File: src/rtl/aes_tx_ser.sv
// Block serializer: pops one block from a FWFT FIFO and emits it lane by lane; first lane 1 cycle after the pop edge.
// No backpressure from the sink; en=0 stalls every register and suppresses require.
module aes_tx_ser #(
  parameter int BLOCK_W   = 128,
  parameter int LANE_W    = 8,
  parameter bit MSB_FIRST = 1'b1,
  localparam int N_LANES  = BLOCK_W / LANE_W,
  localparam int CNT_W    = (N_LANES > 1) ? $clog2(N_LANES) : 1
) (
  input  logic               clk,
  input  logic               rst,
  input  logic               en,
  input  logic [BLOCK_W-1:0] data,
  input  logic [CNT_W-1:0]   len,
  input  logic               empty,
  output logic               require,
  output logic               shakehand,
  output logic [LANE_W-1:0]  tx,
  output logic               tx_valid,
  output logic               tx_last,
  output logic               busy
);

  typedef enum logic {IDLE, SEND} state_t;

  state_t             state_q, state_d;
  logic [CNT_W-1:0]   idx_q, idx_d;
  logic [CNT_W-1:0]   len_q, len_d;
  logic [BLOCK_W-1:0] blk_q, blk_d;
  logic [LANE_W-1:0]  tx_q, tx_d;
  logic               vld_q, vld_d;
  logic               last_q, last_d;
  logic               sh_q, sh_d;
  logic               req_q, req_d;
  logic               busy_q, busy_d;

  logic [LANE_W-1:0]  blk_lane [N_LANES];
  logic [LANE_W-1:0]  head_lane0;
  logic [CNT_W-1:0]   len_c;
  logic [CNT_W-1:0]   nxt_idx;

  for (genvar i = 0; i < N_LANES; i++) begin : g_lane
    if (MSB_FIRST) begin : g_msb
      assign blk_lane[i] = blk_q[BLOCK_W-1-i*LANE_W -: LANE_W];
    end else begin : g_lsb
      assign blk_lane[i] = blk_q[i*LANE_W +: LANE_W];
    end
  end

  if (MSB_FIRST) begin : g_head_msb
    assign head_lane0 = data[BLOCK_W-1 -: LANE_W];
  end else begin : g_head_lsb
    assign head_lane0 = data[LANE_W-1:0];
  end

  // A len field can only overrun the block when N_LANES is not a power of two.
  if ((2 ** CNT_W) == N_LANES) begin : g_len_pow2
    assign len_c = len;
  end else begin : g_len_clamp
    assign len_c = (len > CNT_W'(N_LANES - 1)) ? CNT_W'(N_LANES - 1) : len;
  end

  assign nxt_idx = idx_q + CNT_W'(1);

  always_comb begin
    state_d = state_q;
    idx_d   = idx_q;
    len_d   = len_q;
    blk_d   = blk_q;
    tx_d    = tx_q;
    vld_d   = vld_q;
    last_d  = last_q;
    sh_d    = sh_q;
    busy_d  = busy_q;
    req_d   = 1'b0;
    if (en) begin
      if (state_q == SEND && idx_q != len_q) begin
        idx_d  = nxt_idx;
        tx_d   = blk_lane[nxt_idx];
        sh_d   = ~sh_q;
        last_d = (nxt_idx == len_q);
      end else if (!empty) begin
        // Covers both a fresh start from IDLE and a zero-bubble reload after the last lane.
        state_d = SEND;
        blk_d   = data;
        len_d   = len_c;
        idx_d   = '0;
        tx_d    = head_lane0;
        vld_d   = 1'b1;
        sh_d    = ~sh_q;
        last_d  = (len_c == '0);
        busy_d  = 1'b1;
        req_d   = 1'b1;
      end else begin
        state_d = IDLE;
        vld_d   = 1'b0;
        last_d  = 1'b0;
        busy_d  = 1'b0;
      end
    end
  end

  always_ff @(posedge clk or posedge rst) begin
    if (rst) begin
      state_q <= IDLE;
      idx_q   <= '0;
      len_q   <= '0;
      blk_q   <= '0;
      tx_q    <= '0;
      vld_q   <= 1'b0;
      last_q  <= 1'b0;
      sh_q    <= 1'b0;
      req_q   <= 1'b0;
      busy_q  <= 1'b0;
    end else begin
      state_q <= state_d;
      idx_q   <= idx_d;
      len_q   <= len_d;
      blk_q   <= blk_d;
      tx_q    <= tx_d;
      vld_q   <= vld_d;
      last_q  <= last_d;
      sh_q    <= sh_d;
      req_q   <= req_d;
      busy_q  <= busy_d;
    end
  end

  assign require   = req_q;
  assign shakehand = sh_q;
  assign tx        = tx_q;
  assign tx_valid  = vld_q;
  assign tx_last   = last_q;
  assign busy      = busy_q;

endmodule

File: config.mk
export PLATFORM = sky130hd
export DESIGN_NAME = aes_tx_ser
export DESIGN_NICKNAME = d
export VERILOG_FILES = /design/src/rtl/aes_tx_ser.sv
export SDC_FILE = /design/constraint.sdc
export NUM_CORES = 1
export LEC_CHECK = 0
export ABC_AREA = 1
export BUFFER_PORTS_ARGS = -buffer_cell sky130_fd_sc_hd__buf_2
export CORE_UTILIZATION = 40
export DETAILED_ROUTE_END_ITERATION = 8
export GPL_ROUTABILITY_DRIVEN = 0
export PLACE_DENSITY = 0.6
export SETUP_SLACK_MARGIN = 0.2
export SKIP_CTS_REPAIR_TIMING = 1
export SYNTH_ARGS = -nofsm -noshare
export SYNTH_HDL_FRONTEND = slang
export SYNTH_SLANG_ARGS = --single-unit
File: constraint.sdc
create_clock -name clk -period 7 [get_ports clk]
set_input_delay 1.4 -clock clk [delete_from_list [all_inputs] [get_ports clk]]
set_output_delay 1.4 -clock clk [all_outputs]
set_load 0.02 [all_outputs]
== Yosys cells after proc, flatten, opt, wreduce, memory -nomap -nowiden ==
Index checks and enable logic that the tools add are counted.
W data, S select, Z words.

* Register bits after elaboration: 148
* Input port bits: 136
* Output and inout bits: 13
* Word-level logic and storage cells: 36

* $add $sub $neg: 1
* $lt $le $gt $ge: 1
* Eq/ne operators: 3
* Mux-type cells: 14
* Bitwise operators: 4
* Reductions and logical operators: 5

{| class="wikitable"
|+ Operators by type and width
! cell !! number
|-
| $bmux W8 S4 || 1
|-
| $mux W8 || 4
|-
| $mux W4 || 2
|-
| $mux W1 || 7
|-
| $ge A5 B5 Y1 const B || 1
|-
| $not A4 Y5 || 1
|-
| $add A4 B1 Y4 const B || 1
|-
| $eq A4 B4 Y1 || 1
|-
| $logic_not A4 Y1 || 1
|-
| $ne A4 B4 Y1 || 1
|-
| $reduce_and A2 Y1 || 2
|-
| $not A1 Y1 || 3
|-
| $reduce_and A3 Y1 || 1
|-
| $ne A2 B1 Y1 const B || 1
|-
| $logic_and A1 B1 Y1 || 1
|}

== Longest topological paths before layout ==
* Word-level depth: 6
* Gate-level depth with buffers: 13

== Least setup slack after synthesis ==
Ideal clock, no wire load.

* Path kind: input to register
* From: input en
* To: register blk_q[115], in the netlist blk_lane[115]
* Setup time: 126 ps
* Arrival: 2327 ps
* Data required time: 6874 ps
* Slack: 4547 ps
* Stages: 7
* Path buffers: 2
* Path through: inv_1 > nor2_1 > nand2_4 > inv_2 > buf_4 > buf_2 > o21ai_0

* Longest elaborated chain between the ends: 1

{| class="wikitable"
|+ RTL lines
! what !! line !! source
|-
| start: declaration || 12 || <nowiki>input logic en,</nowiki>
|-
| $reduce_and A3 Y1 (no source line) || - ||
|-
| end signal: assignment || 119 || <nowiki>blk_q <= blk_d;</nowiki>
|-
| end: declaration || 29 || <nowiki>logic [BLOCK_W-1:0] blk_q, blk_d;</nowiki>
|}

No other way between the ends.
A chain may end at the register's enable or synchronous reset.

== Worst setup path in the final report ==
* From: input en
* To: register blk_q[53], in the netlist blk_lane[53]

The elaborated chain is that of the path after synthesis.

==> out/results.ini <==
[outcome]
outcome = finished, final reports clean

[cells_and_area]
final_layout_size_suffix_gt1_frac = 0.179
finalNetCount = 1207
diodes = 0
cell_area_after_layout_um2 = 8600
flow.area_growth_from_synthesis_pct = 18.8
final.fill_count = 1768

[hold_path]
hold_path_depth = 1
timing.hold.worst.start = shakehand
whs_endpoint = shakehand
min-delay-path-class = reg2reg

[yosys]
postSynthNetCount = 1089
postSynth.asyncResetShare = 1.00
postSynthCellCount = 952
synth_area_per_cell_um2 = 7.61
post_synthesis_cell_area_um2 = 7240
postSynth.topFlopCell = dfrtp_1
yosys_warnings = 0
synthDistinctLibCells = 24
ys_seq_elements = 148
yosysSeqAreaShare = 0.511
synth-edff-count = 0

[detailed_routing]
avgViaCountPerCell = 4.77
wl_mm = 19.1
post_drt_wl_per_cell_um = 14.6
post-route-drc-count = 0
detail-route-antenna-nets = 0
drt-initial-drc-count = 381
vias = 6245
firstDrtPassIters = 7

[critical_path]
arrival_time_of_the_worst_setup_path_ns = 3.95
critical_path.reg2reg.startpoint = idx_q[0]
setup.worst_path.start_class = primary input
category_of_the_worst_setup_path_capture_point = flop
critical_path_startpoint = en
crit_type = in2reg
required_arrival_time_at_the_worst_endpoint_ns = 7.28
critPathMaxFanout = 169
ff2ff_path_depth = 10
reg2reg_to = tx[2]
setup.reg_to_reg.worst_slack_ns = 3.32

[cts]
clkLatencyLatePin_ns = 0.42
clock_tree_buf_depth = 2
ctsHtreeMaxLevel = 4
tritoncts = done
clk_slew_on_worst_s_h_paths_ns = 0.06
tritoncts.num_buffers = 17
numClockSinks = 148
clock_tree.root_cell = clkbuf_16

[sta]
report.final.setup_viol = 0
fin_hold_ws_ns = 0.476
fmax_ghz = 0.272
timing.final.crit_share = 0.525
setup_total_negative_slack_ns = 0
min_period_ns = 3.68
fin_skew_ns = 0.00590
grt_setup_unrepaired = false
slew_limit_fails = 0
max-slew-margin-rel = 0.298
final_hold_viol_count = 0
final.setup.worst_slack_ns = 3.32
timing_worst_slew_pin_value_ns = 1.05

[global_route]
grtUsageTotal = 0.217
grt_start_max_net_pins = 170
gr-total-overflow = 0
grt_pass1_wl_mm = 30.5
number_of_antenna_violations_at_the_first_check_in_global_routing = 0
grt_pass1_vias = 5827

[die]
fp.dieH_um = 137
core_area_um2 = 17500
top_level_ports = 149
placement_rows = 48
die_w_um = 137
die_area_um2 = 18600
start_util = 0.414

[pwr]
power.total_mw = 3.95
pwr_density_cell_nw_per_um2 = 460
peakVddDrop_mv = 0.215
power.leakage_nw = 4.48

[placed_design]
instance_area_after_placement_um2 = 7970
portBuffers = 148
place.detailed.hpwl_mm = 13.0
pre_cts_slack_ns = 2.88

[run]
cap_viol_max_count = 0

[layout make-up]
type / instances / area (um^2) / area share
Clock buffer: 23 / 508 / 0.0591
Tap cell: 225 / 282 / 0.0327
Inverter: 124 / 475 / 0.0553
Multi-Input combinational cell: 625 / 2720 / 0.317
Sequential cell: 148 / 3700 / 0.431
Timing Repair Buffer: 154 / 786 / 0.0913
Clock inverter: 9 / 123 / 0.0143
[cell families (layout without fill, tap and decap cells)]
| family | count (synthesis) | in the layout | share of synthesized area |
|---|---|---|---|
| and+or+nand+nor | 486 | 486 | 0.272 |
| buffers and inverters | 179 | 310 | 0.112 |
| DFF | 148 | 148 | 0.511 |
| AOI/OAI and AO/OA | 134 | 134 | 0.0973 |
| xor gates and xnor gates | 4 | 4 | 0.00484 |
| adders and majority gates | 1 | 1 | 0.00173 |
[worst max-delay path: stages]
cell,delay (ns)
buf_2,0.11
inv_1,0.07
nor2_1,0.38
nand2_4,0.32
inv_6,0.79
buf_4,0.61
o21ai_0,0.17
[per-layer routing]
metal	track usage	share of wire	vias to the layer above
li1	-	-	3198
met1	0.335	0.52	2873
met2	0.297	0.41	150
met3	0.0396	0.050	24
met4	0.0796	0.019	0
met5	0	0	-
[worst max-delay path by stage]
stage | to | slack (ns) | cells past startpoint
after floorplan | blk_lane[0] | 1.62 | 1
after global placement | blk_lane[59] | 2.95 | 7
after detailed placement | blk_lane[53] | 2.88 | 7
after CTS | blk_lane[101] | 3.32 | 7
after global routing | blk_lane[101] | 2.99 | 7
final | blk_lane[53] | 3.32 | 7
[cell usage in the layout (no fill, tap or decap), drive strengths merged, types with 6 or more instances in the layout]
cell type,count
nand2,349
buf,154
dfrtp,148
inv,123
o21ai,114
nand3,103
nor2,33
clkbuf,23
o211ai,8
a21oi,7
clkinv,6
[registers in the layout, summed over array words and instances, names as in the netlist]
name and cells:
busy 1, len_q 4, blk_lane 128, tx 8, idx_q 4, tx_last 1, shakehand 1, require 1
[synth_stat cells (3+ instances only)]
cell type  number  area share
a21oi_1         7      0.0048
a22oi_1         4      0.0041
buf_1           7      0.0036
buf_2          18       0.012
buf_4           6      0.0062
buf_6          13       0.020
clkbuf_1       11      0.0057
dfrtp_1       148        0.51
inv_1         120       0.062
inv_2           3      0.0016
nand2_1       346        0.18
nand3_1       103       0.071
nor2_1         33       0.017
o211ai_1        8      0.0083
o21ai_0        77       0.053
o21ai_1        37       0.026
[metrics by stage]
stage	cells	util
5_1_grt	1308	0.492
4_1_cts	1308	0.492
6_report	1308	0.492
2_1_floorplan	952	-
3_5_place_dp	1276	0.456
3_3_place_gp	1276	0.456
[power breakdown]
| group | internal, mW | switching, mW | total (mW) |
|---|---|---|---|
| sequential | 1.25 | 0.153 | 1.40 |
| clock | 0.615 | 0.354 | 0.969 |
| combinational | 0.517 | 1.06 | 1.58 |
| total | 2.38 | 1.57 | 3.95 |
Power figures use the tool's default switching activity.
